--- src/rtl/shifter_sequencer.sv ---
// -----------------------------------------------------------------------------
// shifter_sequencer
//
// Sequences a RegisterShifter parallel-load / serial-unload datapath. A frame
// is accepted on a valid/ready handshake, the shifter is loaded with
// set_select / set strobes, and the `length` words are then presented one at a
// time on a valid/ready output handshake, with a shift + settle cycle between
// words. No data passes through this block; it only produces control.
//
// Optional feature: define SHIFTER_SEQ_ABORT_EN to add the `abort` input,
// which drops any in-flight frame and pulses shifter_reset for one cycle.
//
// Ports:
//   clk                 in   system clock, rising edge
//   reset               in   synchronous, active-high reset
//   frame_valid         in   producer has a frame on the shifter data_in bus
//   frame_ready         out  controller can accept a frame
//   word_valid          out  shifter data_out holds a valid word
//   word_ready          in   consumer takes the word
//   word_last           out  current word is word length-1
//   word_index          out  0-based index of the current word
//   shifter_set         out  drives shifter set
//   shifter_set_select  out  drives shifter set_select
//   shifter_shift       out  drives shifter shift
//   shifter_reset       out  drives shifter reset
//   abort               in   (SHIFTER_SEQ_ABORT_EN only) drop current frame
// -----------------------------------------------------------------------------
module shifter_sequencer #(
  parameter int length   = 4,
  parameter int idx_bits = $clog2(length)
) (
  input  logic                clk,
  input  logic                reset,
`ifdef SHIFTER_SEQ_ABORT_EN
  input  logic                abort,
`endif
  input  logic                frame_valid,
  output logic                frame_ready,
  output logic                word_valid,
  input  logic                word_ready,
  output logic                word_last,
  output logic [idx_bits-1:0] word_index,
  output logic                shifter_set,
  output logic                shifter_set_select,
  output logic                shifter_shift,
  output logic                shifter_reset
);

  localparam logic [2:0] ST_IDLE   = 3'd0;
  localparam logic [2:0] ST_SEL    = 3'd1;
  localparam logic [2:0] ST_LOAD   = 3'd2;
  localparam logic [2:0] ST_HOLD   = 3'd3;
  localparam logic [2:0] ST_STREAM = 3'd4;
  localparam logic [2:0] ST_SHIFT  = 3'd5;
  localparam logic [2:0] ST_SETTLE = 3'd6;

  localparam logic [idx_bits-1:0] LAST_IDX = idx_bits'(length - 1);

  logic [2:0]          state;
  logic [2:0]          state_nxt;
  logic [idx_bits-1:0] idx_nxt;
  logic                abort_now;

  // Next-state logic. Outputs are decoded from the *next* state and then
  // registered, so every output is a flop and strobes change exactly on the
  // edge that enters the state they belong to.
  always_comb begin
    // NOTE: every signal driven here gets a default first so no path leaves it
    // unassigned; otherwise synthesis infers a latch.
    state_nxt = state;
    idx_nxt   = word_index;
    abort_now = 1'b0;

    case (state)
      ST_IDLE: begin
        // frame_ready is low for the first cycle after reset/abort, which
        // blocks a handshake until the controller really advertises ready.
        if (frame_ready && frame_valid) state_nxt = ST_SEL;
      end
      ST_SEL:  state_nxt = ST_LOAD;
      ST_LOAD: state_nxt = ST_HOLD;
      ST_HOLD: begin
        state_nxt = ST_STREAM;
        idx_nxt   = '0;
      end
      ST_STREAM: begin
        if (word_ready) begin
          if (word_last) begin
            state_nxt = ST_IDLE;
            idx_nxt   = '0;
          end else begin
            state_nxt = ST_SHIFT;
          end
        end
      end
      ST_SHIFT: begin
        // Only reached from a non-last word, so this never passes LAST_IDX.
        state_nxt = ST_SETTLE;
        idx_nxt   = word_index + 1'b1;
      end
      ST_SETTLE: state_nxt = ST_STREAM;
      default: begin
        state_nxt = ST_IDLE;
        idx_nxt   = '0;
      end
    endcase

`ifdef SHIFTER_SEQ_ABORT_EN
    if (abort && (state != ST_IDLE)) begin
      state_nxt = ST_IDLE;
      idx_nxt   = '0;
      abort_now = 1'b1;
    end
`endif
  end

  always_ff @(posedge clk) begin
    // NOTE: sequential state uses non-blocking assignments so every flop
    // samples pre-edge values regardless of statement order.
    if (reset) begin
      state              <= ST_IDLE;
      frame_ready        <= 1'b0;
      word_valid         <= 1'b0;
      word_last          <= 1'b0;
      word_index         <= '0;
      shifter_set        <= 1'b0;
      shifter_set_select <= 1'b0;
      shifter_shift      <= 1'b0;
      shifter_reset      <= 1'b1;
    end else begin
      state              <= state_nxt;
      word_index         <= idx_nxt;
      // An abort cycle mirrors the reset cycle: shifter held in reset and no
      // frame offered; IDLE decoding takes over on the following edge.
      frame_ready        <= (state_nxt == ST_IDLE) && !abort_now;
      shifter_reset      <= abort_now;
      // select stays high through HOLD so it is stable when set falls.
      shifter_set_select <= (state_nxt == ST_SEL) || (state_nxt == ST_LOAD) ||
                            (state_nxt == ST_HOLD);
      shifter_set        <= (state_nxt == ST_LOAD);
      shifter_shift      <= (state_nxt == ST_SHIFT);
      word_valid         <= (state_nxt == ST_STREAM);
      word_last          <= (state_nxt == ST_STREAM) && (idx_nxt == LAST_IDX);
    end
  end

endmodule

--- config.mk ---
export PLATFORM = sky130hd
export DESIGN_NAME = shifter_sequencer
export DESIGN_NICKNAME = d
export VERILOG_FILES = /design/src/rtl/shifter_sequencer.sv
export SDC_FILE = /design/constraint.sdc
export NUM_CORES = 1
export LEC_CHECK = 0
export BUFFER_PORTS_ARGS = -buffer_cell sky130_fd_sc_hd__buf_4
export CAP_MARGIN = 10
export CORE_MARGIN = 1
export CORE_UTILIZATION = 34
export CTS_BUF_LIST = sky130_fd_sc_hd__clkbuf_8
export DETAILED_ROUTE_END_ITERATION = 10
export MAX_ROUTING_LAYER = met4
export PLACE_DENSITY = 0.54
export SETUP_SLACK_MARGIN = 0.5
export SLEW_MARGIN = 20
export SYNTH_ARGS = -nofsm -noshare
export SYNTH_HDL_FRONTEND = slang
export SYNTH_SLANG_ARGS = --single-unit
--- constraint.sdc ---
create_clock -name clk -period 1.83 [get_ports clk]
set_input_delay 0.0915 -clock clk [delete_from_list [all_inputs] [get_ports clk]]
set_output_delay 0.0915 -clock clk [all_outputs]
set_load 0.05 [all_outputs]
==> results of run 1 <==
-- worst reg2reg max path, delay by kind of cell (launching register included) --
family	cells	cell delay [ns]
AOI/OAI and AO/OA	1	0.36
DFF	1	0.36
and+or+nand+nor	2	0.49
-- layout by cell type (no fill, tap or decap), types with 2 or more instances in the layout --
| master | count |
|---|---|
| a21oi_1 | 2 |
| and3b_1 | 2 |
| buf_4 | 13 |
| clkbuf_8 | 3 |
| dfxtp_1 | 8 |
| dfxtp_4 | 3 |
| inv_1 | 4 |
| nand2_1 | 2 |
| nand2b_1 | 2 |
| nor2_1 | 7 |
| nor2b_1 | 3 |
| o31ai_1 | 2 |
-- repair_timing --
| action | 4_1_cts | 5_1_grt |
|---|---|---|
| hold endpoints to repair | 0 | 0 |
| pin swaps | 4 | 2 |
| resized for setup | 5 | 2 |
| endpoints found under the setup margin | 6 | 6 |
| setup buffers | 1 | 0 |
-- cells by family after synthesis --
logic type / Yosys count / share of synthesized area, %
mux: 1 / 2.308
simple gates: 20 / 23.34
buf+inv: 5 / 4.101
compound gates: 13 / 21.03
flops: 12 / 49.23
-- per-layer routing --
layer | global-route usage, % | up-vias | part of all wire, % | wire length (µm)
met5 | - | - | 0 | 0
met4 | 6.034 | 0 | 0 | 0
met3 | 6.818 | 0 | 5.3 | 56
met2 | 25.00 | 7 | 47 | 499
met1 | 20.83 | 202 | 48 | 510
li1 | - | 213 | - | -
-- worst max path at each step --
stage	cells after the start	slack (ns)	endpoint	from
floorplan	3	0.52	word_last	word_last
global placement	3	0.41	word_valid	state[1]
detailed placement	3	0.44	word_valid	state[1]
CTS	3	0.47	shifter_shift	state[1]
global route	3	0.45	frame_ready	state[1]
finish	3	0.49	word_valid	state[1]
-- cell type report --
cell class / count / area, µm² / area share [%]
clock buffer: 3 / 41.29 / 6.203
clock inverter: 1 / 3.754 / 0.5639
inverter: 3 / 11.26 / 1.692
multi-input combinational: 34 / 240.2 / 36.09
sequential: 12 / 252.7 / 37.97
tap: 15 / 18.77 / 2.820
timing repair buffer: 13 / 97.59 / 14.66
-- synth_stat cells --
cell and number:
dfxtp_1 12, nor2_1 7, a21oi_1 3, inv_1 3, nor2b_1 3, and3b_1 2
nand2_1 2, nand2b_1 2, o31ai_1 2, a2111o_1 1, a2111oi_1 1, a211oi_1 1
a21boi_0 1, a221o_1 1, a221oi_1 1, a32oi_1 1, and2b_1 1, clkbuf_1 1
clkbuf_2 1, mux2_2 1, nand3b_1 1, nor3b_1 1, o311ai_0 1, or3b_1 1
-- power by group through the flow --
stage | clock, mW | combinational [mW] | sequential (mW)
floorplan | 0 | 0.0746 | 0.354
global placement | 0 | 0.167 | 0.310
detailed placement | 0 | 0.166 | 0.309
CTS | 0.246 | 0.169 | 0.306
global route | 0.266 | 0.180 | 0.311
finish | 0.243 | 0.169 | 0.307
-- per-stage QoR --
| stage | area (µm²) | cells | hold slack (ns) | total power, mW |
|---|---|---|---|---|
| floorplan | 498.0 | 51 | 0.1192 | 0.4290 |
| global placement | 598.1 | 76 | 0.2795 | 0.4774 |
| detailed placement | 598.1 | 76 | 0.2737 | 0.4750 |
| CTS | 659.4 | 81 | 0.03178 | 0.7204 |
| global route | 665.6 | 81 | 0.03418 | 0.7574 |
| finish | 665.6 | 81 | 0.03413 | 0.7188 |
-- sequential cells by signal, summed over array words and instances (netlist names) --
signal              cells
word_last               1
shifter_set             1
word_index              2
frame_ready             1
shifter_reset           1
word_valid              1
state                   3
shifter_set_select      1
shifter_shift           1
==> reports/results.ini, run 1 <==
[finish]
nFillCells = 116
syn2layout_area_growth_pct = 36.41
nNetsFinal = 71
finish.utilization_pct = 50.52
drive_gt1_share_pct = 36.36
n_antenna_cell = 0

[critical_path]
worstPathRequired_ns = 1.94
cp_cell_sequence = or3b_4 > a221oi_2 > nor2_1
crit_path_end_kind = register
cp_data_arrival_time_ns = 1.45
critPathKind = register to register
path_buf_inv = 0
rr_startpoint = state[1]
reg2reg_slack_ns = 0.49
crit_family = simple AND/OR/NAND/NOR gates
cp-start-kind = register
r2r_cells = 3
slowest_stage = or3b_4
crit_path_max_incr_delay_ns = 0.38
r2r-end = word_valid
worstPathMaxFanout = 8

[floorplan]
die_w_um = 39.89
dieArea_um2 = 1591
start_util_pct = 37.04
rows = 13
core_region_area_um2 = 1318
die_y_um = 39.89
io_pins = 13

[sta]
grt_setup_unrepaired = yes
fin_crit_sh_pct = 73.12
fmax_mhz = 747.4
setup_ws_ns = 0.4920
worst_slew_pin_slew_ns = 0.3056
finalCriticalPeriod_ns = 1.338
setup_violations = 0
fin_skew_ns = 0.007266
fin_tns_setup_ns = 0
report.final.hold_viol_count = 0
maxSlewViolCount = 0
slew_headroom_pct = 79.37

[min_path]
hold_path.startpoint = reset
hold_class = input pin to register
holdPathEnd = shifter_reset
hold-path-cell-count = 1

[yosys]
synth_cells = 51
synth_area_leaders = dfxtp_1, nor2_1, nor2b_1, and3b_1, a21oi_1
ys_seq_area_share_pct = 49.23
synth_nets = 55
synth_top_area_share_pct = 49.23
synth_area_um2 = 488.0
syn_area_per_cell_um2 = 9.568
synth-seq-cells = 12
synth_top_cell_by_area = dfxtp_1
yosys_warnings = 0
ys_types = 24

[pwr]
comb_power_share_pct = 23.5
p_int_mw = 0.4936
p_leak_nw = 0.2801
seqPwrFrac_pct = 42.6
powerDensity_nw_per_um2 = 1080
vdd_drop_max_uv = 594.9
p_sw_mw = 0.2252
p_sw_share_pct = 31.33
p_clk_share_pct = 33.8

[clock_network]
cts_tree = done
htreeDepth = 1
clk_pin_slew_worst_paths_ns = 0.06
cts_buffers = 3
clock_tree.buffer_depth = 2
cts-hold-fix-buffers = 0
cts-root-buf = clkbuf_8
clock_sink_count = 12
clkLatencyLatePin_ns = 0.24

[place]
place_worst_setup_slack_ns = 0.4407
gp_congestion = 0.8352
dp_hpwl_um = 775.9
port_buffers = 12

[global_routing]
grt_pass1_wl_mm = 1.683
antenna_found_initial = 0
grt_usage_pct = 17.03
grt_start_max_net_pins = 11
grt_overflow_total = 0
grt_pass1_vias = 396

[drt]
firstDrtPassIters = 4
ant_nets = 0
drc_errors = 0
via_per_inst = 5.210
routedWlPerCell_um = 13.15
drtIter0Drc = 10
dr_total_vias = 422
wirelength_mm = 1.065

[status]
status = finished clean

[run]
maxCapViolCount = 0

No activity file was read; power rests on OpenSTA's default activity.
==> run 2: changes to the inputs <==
Settings changed: PLACE_DENSITY 0.54 to 0.56.
Clock period 1.83 ns to 1.1 ns, I/O delays scaled along.
==> run 2 against run 1 <==
  * The flow now finishes with violations (hold timing, setup timing)
  * Die area unchanged
  * First-iteration DRC count stayed put
  * Critical path depth unchanged
  * Register-to-register slack got worse by 0.71 ns
  * Non-clock buffer count rose by 13
  * Clock power up 100%
  * Design area is 37% higher
  * Hold slack got worse by 0.038 ns
  * Total power grew 98%
  * Sequential power increased by 67%
==> reports/results.ini, run 2 (synthesized netlist as in run 1, its figures left out) <==
[critical_path]
cp-start-kind = register  ; unchanged
worstPathMaxFanout = 6  ; was 8
crit_path_end_kind = register  ; unchanged
reg2reg_slack_ns = -0.22  ; was 0.49 ns
worstPathRequired_ns = 1.28  ; was 1.94 ns
cp_data_arrival_time_ns = 1.50  ; was 1.45 ns
critPathKind = register to register  ; unchanged

[finish]
reg.largest.list = state (3), word_index (2)  ; unchanged
layout.cells.non_filler = 94  ; was 81
nNetsFinal = 84  ; was 71
top_register = state  ; unchanged
final_common_cell = buf_4  ; unchanged
n_antenna_cell = 0  ; unchanged
largest_reg_flops = 3  ; unchanged
drive_gt1_share_pct = 69.62  ; was 36.36%
nFillCells = 103  ; was 116
final_cell_mix = buf_4, buf_8, nor2_1, dfxtp_2  ; was buf_4, dfxtp_1, nor2_1, inv_1
syn2layout_area_growth_pct = 86.67  ; was 36.41%

[place]
port_buffers = 12  ; unchanged
dp_hpwl_um = 912  ; was 775.9 µm
gp_congestion = 0.7881  ; was 0.8352
post-place-cells = 88  ; was 76

[floorplan]
die_w_um = 39.89  ; unchanged
dieArea_um2 = 1591  ; unchanged
io_pins = 13  ; unchanged
core_region_area_um2 = 1318  ; unchanged
rows = 13  ; unchanged
start_util_pct = 37.04  ; unchanged
die_y_um = 39.89  ; unchanged

[global_routing]
grt_usage_pct = 22.69  ; was 17.03%
grt_start_max_net_pins = 10  ; was 11
grt_overflow_total = 0  ; unchanged
antenna_found_initial = 0  ; unchanged
grt_pass1_vias = 456  ; was 396
grt_pass1_wl_mm = 2.152  ; was 1.683 mm

[clock_network]
cts_tree = done  ; unchanged
htreeDepth = 1  ; unchanged
cts-root-buf = clkbuf_8  ; unchanged
clock_tree.buffer_depth = 2  ; unchanged
clkLatencyLatePin_ns = 0.24  ; about the same
clock_sink_count = 12  ; unchanged
clk_pin_slew_worst_paths_ns = 0.05  ; was 0.06 ns
cts_buffers = 3  ; unchanged

[run]
maxCapViolCount = 0  ; unchanged

[status]
status = finished with violations  ; was finished clean
violations = hold timing, setup timing

[sta]
fin_skew_ns = 0.0004761  ; was 0.007266 ns
setup_violations = 11  ; was 0
worst_slew_pin_slew_ns = 0.3732  ; was 0.3056 ns
slew_headroom_pct = 75.03  ; was 79.37%
report.final.hold_viol_count = 1  ; was 0
maxSlewViolCount = 0  ; unchanged
setup_ws_ns = -0.2167  ; was 0.4920 ns
fmax_mhz = 759.4  ; was 747.4 MHz
grt_setup_unrepaired = yes  ; unchanged
finalCriticalPeriod_ns = 1.317  ; was 1.338 ns
fin_crit_sh_pct = 119.7  ; was 73.12%
fin_hold_ws_ns = -0.003544  ; was 0.03413 ns

[drt]
wirelength_mm = 1.537  ; was 1.065 mm
via_per_inst = 5.404  ; was 5.210
ant_nets = 0  ; unchanged
drtIter0Drc = 10  ; unchanged
dr_total_vias = 508  ; was 422
firstDrtPassIters = 4  ; unchanged
drc_errors = 0  ; unchanged
routedWlPerCell_um = 16.35  ; was 13.15 µm

[pwr]
totalPowerFinal_mw = 1.420  ; was 0.7188 mW
p_leak_nw = 0.3827  ; was 0.2801 nW
powerDensity_nw_per_um2 = 1559  ; was 1080 nW/µm²
vdd_drop_max_uv = 1200  ; was 594.9 µV

[min_path]
hold_class = input pin to register  ; unchanged

## run 2: metal layers
metal	vias up	GRT usage (%)	routed length, µm
met5	-	-	0
met4	0	12.93	25
met3	4	7.386	91
met2	16	34.68	794
met1	244	25.60	624
li1	244	-	-
## run 2: worst max-delay path: stages, from the launching register on
cell and delay, ns:
dfxtp_2 0.35, or3b_4 0.41, a221o_1 0.38, a21oi_2 0.12
## run 2: power breakdown
part           total, mW  internal (mW)  switching [mW]  leakage, nW
clock              0.488          0.317           0.171       0.0288
sequential         0.513          0.472          0.0409        0.104
combinational      0.419          0.193           0.226        0.250
## run 2: worst paths after layout
path	startpoint	to	depth (start not counted)
setup / recovery	state[1]	shifter_set_select	3
hold / removal	reset	shifter_reset	1
setup reg to reg	state[1]	shifter_set_select	3
hold reg to reg	word_index[1]	word_last	2
## run 2: area by class of cell
type                            count  area (µm²)  area share [%]
Tap cell                           15       18.77           2.060
Timing Repair Buffer               26       270.3           29.67
Multi-Input combinational cell     34       291.5           32.01
Inverter                            3       11.26           1.236
Sequential cell                    12       264.0           28.98
Clock buffer                        4       55.05           6.044
## run 2: repair_timing
action | CTS | global route
resized for setup | 26 | 6
endpoints found under the setup margin | 20 | 20
buffers inserted | 1 | 1
endpoints found under the hold margin | 1 | 1
pin swaps | 4 | 2
## run 2: per-stage QoR
| step | utilization, % | setup TNS, ns | cell area, µm² | setup WS (ns) |
|---|---|---|---|---|
| 4_1_cts | 66.86 | -1.200 | 880.8 | -0.2071 |
| 5_1_grt | 69.14 | -1.712 | 910.9 | -0.2514 |
| 3_5_place_dp | 54.61 | -1.456 | 719.4 | -0.2113 |
| 6_report | 69.14 | -1.378 | 910.9 | -0.2167 |
| 3_3_place_gp | 54.61 | -1.338 | 719.4 | -0.2010 |
| 2_1_floorplan | - | -1.094 | 531.8 | -0.1950 |
==> run 3: changes to the inputs <==
--- a/config.mk
+++ b/config.mk
@@ -6,4 +6,5 @@
 export NUM_CORES = 1
 export LEC_CHECK = 0
+export ABC_CLOCK_PERIOD_IN_PS = 1100
 export BUFFER_PORTS_ARGS = -buffer_cell sky130_fd_sc_hd__buf_4
 export CAP_MARGIN = 10
==> constraint.sdc (replaced) <==
create_clock -name clk -period 1.1 [get_ports clk]
set_input_delay 0.22 -clock clk [delete_from_list [all_inputs] [get_ports clk]]
set_output_delay 0.22 -clock clk [all_outputs]
set_load 0.05 [all_outputs]
==> run 3 against run 2 <==
  * The flow finishes with violations (setup timing)
  * Global-route usage fell by 2.7 points
  * Utilization increased by 1.5 points
  * Clock-buffer cell count decreased by 1
  * Cell count is 1.1% lower
  * Maximum frequency shrank 3.0%
  * Setup slack lost 0.041 ns
  * Non-clock buffer count down 1
  * Critical path type unchanged
==> reports/results.ini, run 3 (synthesized netlist as in run 1, its figures left out) <==
[pwr]
powerDensity_nw_per_um2 = 1487  ; was 1559 nW/µm²
p_leak_nw = 0.3828  ; was 0.3827 nW
vdd_drop_max_uv = 873.9  ; was 1200 µV

[clock_network]
clkLatencyLatePin_ns = 0.24  ; about the same
htreeDepth = 1  ; unchanged
clock_sink_count = 12  ; unchanged
clk_pin_slew_worst_paths_ns = 0.06  ; was 0.05 ns
cts_tree = done  ; unchanged
cts_buffers = 3  ; unchanged
cts-root-buf = clkbuf_8  ; unchanged
clock_tree.buffer_depth = 2  ; unchanged
cts-hold-fix-buffers = 0

[finish]
reg.largest.list = state (3), word_index (2)  ; unchanged
layout.cells.non_filler = 93  ; was 94
nNetsFinal = 83  ; was 84
final_cell_mix = buf_4, dfxtp_4, buf_8, nor2_1  ; was buf_4, buf_8, nor2_1, dfxtp_2
n_antenna_cell = 0  ; unchanged
top_register = state  ; unchanged
syn2layout_area_growth_pct = 90.77  ; was 86.67%
largest_reg_flops = 3  ; unchanged
nFillCells = 88  ; was 103
drive_gt1_share_pct = 71.79  ; was 69.62%
final_common_cell = buf_4  ; unchanged

[drt]
wl_met2_um = 710  ; was 794 µm
drtIter0Drc = 8  ; was 10
firstDrtPassIters = 2  ; was 4
drc_errors = 0  ; unchanged
dr_total_vias = 480  ; was 508
dr_wl_met3_um = 20  ; was 91 µm
top_layer = met4  ; unchanged
wirelength_mm = 1.408  ; was 1.537 mm
ant_nets = 0  ; unchanged
routedWlPerCell_um = 15.14  ; was 16.35 µm
via_per_inst = 5.161  ; was 5.404
m1WireLength_um = 667  ; was 624 µm

[place]
gp_congestion = 0.8018  ; was 0.7881
dp_hpwl_um = 858.1  ; was 912 µm
post-place-cells = 84  ; was 88
port_buffers = 12  ; unchanged

[sta]
fin_skew_ns = 0.01021  ; was 0.0004761 ns
report.final.hold_viol_count = 0  ; was 1
setup_ws_ns = -0.2580  ; was -0.2167 ns
fin_crit_sh_pct = 123.5  ; was 119.7%
grt_setup_unrepaired = yes  ; unchanged
slew_headroom_pct = 77.96  ; was 75.03%
finalCriticalPeriod_ns = 1.358  ; was 1.317 ns
worst_slew_pin_slew_ns = 0.3254  ; was 0.3732 ns
fin_hold_ws_ns = 0.1328  ; was -0.003544 ns
fmax_mhz = 736.4  ; was 759.4 MHz
fin_tns_setup_ns = -1.657  ; was -1.378 ns
maxSlewViolCount = 0  ; unchanged
setup_violations = 10  ; was 11

[floorplan]
die_y_um = 39.89  ; unchanged
dieArea_um2 = 1591  ; unchanged
start_util_pct = 37.04  ; unchanged
rows = 13  ; unchanged
core_region_area_um2 = 1318  ; unchanged
io_pins = 13  ; unchanged
die_w_um = 39.89  ; unchanged

[run]
maxCapViolCount = 0  ; unchanged

[global_routing]
grt_overflow_total = 0  ; unchanged
grt_pass1_vias = 415  ; was 456
grt_usage_pct = 19.98  ; was 22.69%
grt_pass1_wl_mm = 1.994  ; was 2.152 mm
antenna_found_initial = 0  ; unchanged
grt_start_max_net_pins = 9  ; was 10

[critical_path]
critPathKind = register to register  ; unchanged
crit_family = compound AO/OA/AOI/OAI gates  ; unchanged
worstPathRequired_ns = 1.26  ; was 1.28 ns
worstPathMaxFanout = 5  ; was 6
cp-start-kind = register  ; unchanged
slowest_stage = or3b_4  ; unchanged
path_buf_inv = 0  ; unchanged
crit_path_end_kind = register  ; unchanged
cp_data_arrival_time_ns = 1.52  ; was 1.50 ns
crit_path_max_incr_delay_ns = 0.42  ; was 0.41 ns
cp_cell_sequence = or3b_4 > a221o_1 > a21oi_1  ; was or3b_4 > a221o_1 > a21oi_2

[status]
violations = setup timing  ; was hold timing, setup timing
status = finished with violations  ; unchanged

[min_path]
hold_class = input pin to register  ; unchanged

run 3: cell types whose count changed in the layout (fill, tap and decap cells not counted), moves of 2 or more:
| cell | delta |
|---|---|
| a21oi_2 | -2 |
| buf_4 | +2 |
| buf_6 | -4 |
| dfxtp_4 | +6 |
| a21oi_1 | +2 |
| dfxtp_2 | -5 |
run 3: cell type report:
| class | instances | area, µm² | share of cell area, % |
|---|---|---|---|
| clock buffer | 3 | 41.29 | 4.435 |
| clock inverter | 1 | 3.754 | 0.4032 |
| inverter | 3 | 11.26 | 1.210 |
| multi-input combinational | 34 | 320.3 | 34.41 |
| sequential | 12 | 280.3 | 30.11 |
| tap | 15 | 18.77 | 2.016 |
| timing repair buffer | 25 | 255.2 | 27.42 |
run 3: routing by layer:
| layer | track usage, % | vias to the layer above |
|---|---|---|
| met1 | 27.36 | 234 |
| met3 | 3.977 | 2 |
| met2 | 25.40 | 5 |
| li1 | - | 239 |
| met5 | - | - |
| met4 | 13.79 | 0 |
run 3: report_power, final:
| part | leakage [nW] | switching [mW] | internal [mW] |
|---|---|---|---|
| Clock | 0.0269 | 0.154 | 0.245 |
| Combinational | 0.250 | 0.251 | 0.224 |
| Sequential | 0.106 | 0.0415 | 0.469 |
| Total | 0.383 | 0.446 | 0.938 |
run 3: through the flow:
| stage | util, % | cell area [µm²] | power, mW | setup slack [ns] |
|---|---|---|---|---|
| finish | 70.66 | 930.9 | 1.384 | -0.2580 |
| global route | 70.66 | 930.9 | 1.450 | -0.2972 |
| CTS | 64.48 | 849.6 | 1.307 | -0.2384 |
| detailed placement | 53.09 | 699.4 | 0.8334 | -0.2738 |
| global placement | 53.09 | 699.4 | 0.8357 | -0.2663 |
| floorplan | - | 541.8 | 0.7297 | -0.1950 |
run 3: path summary, 6_finish.rpt:
kind | from | end | slack, ns | cells past startpoint
max reg2reg | state[1] | shifter_set_select | -0.26 | 3
min reg2reg | word_index[1] | word_last | 0.51 | 2
max | state[1] | shifter_set_select | -0.26 | 3
min | reset | shifter_reset | 0.13 | 1
run 3: worst reg2reg max path, delay by kind of cell (launching register included):
kind	cells	cell delay [ns]
flip-flops	1	0.35
AND/OR/NAND/NOR	1	0.42
AO/OA/AOI/OAI	2	0.52
run 3: what timing repair did:
item,in CTS,in global routing
setup endpoints to repair,20,20
pin swaps,1,6
endpoints found under the hold margin,0,0
setup buffers,2,3
resized for setup,27,11
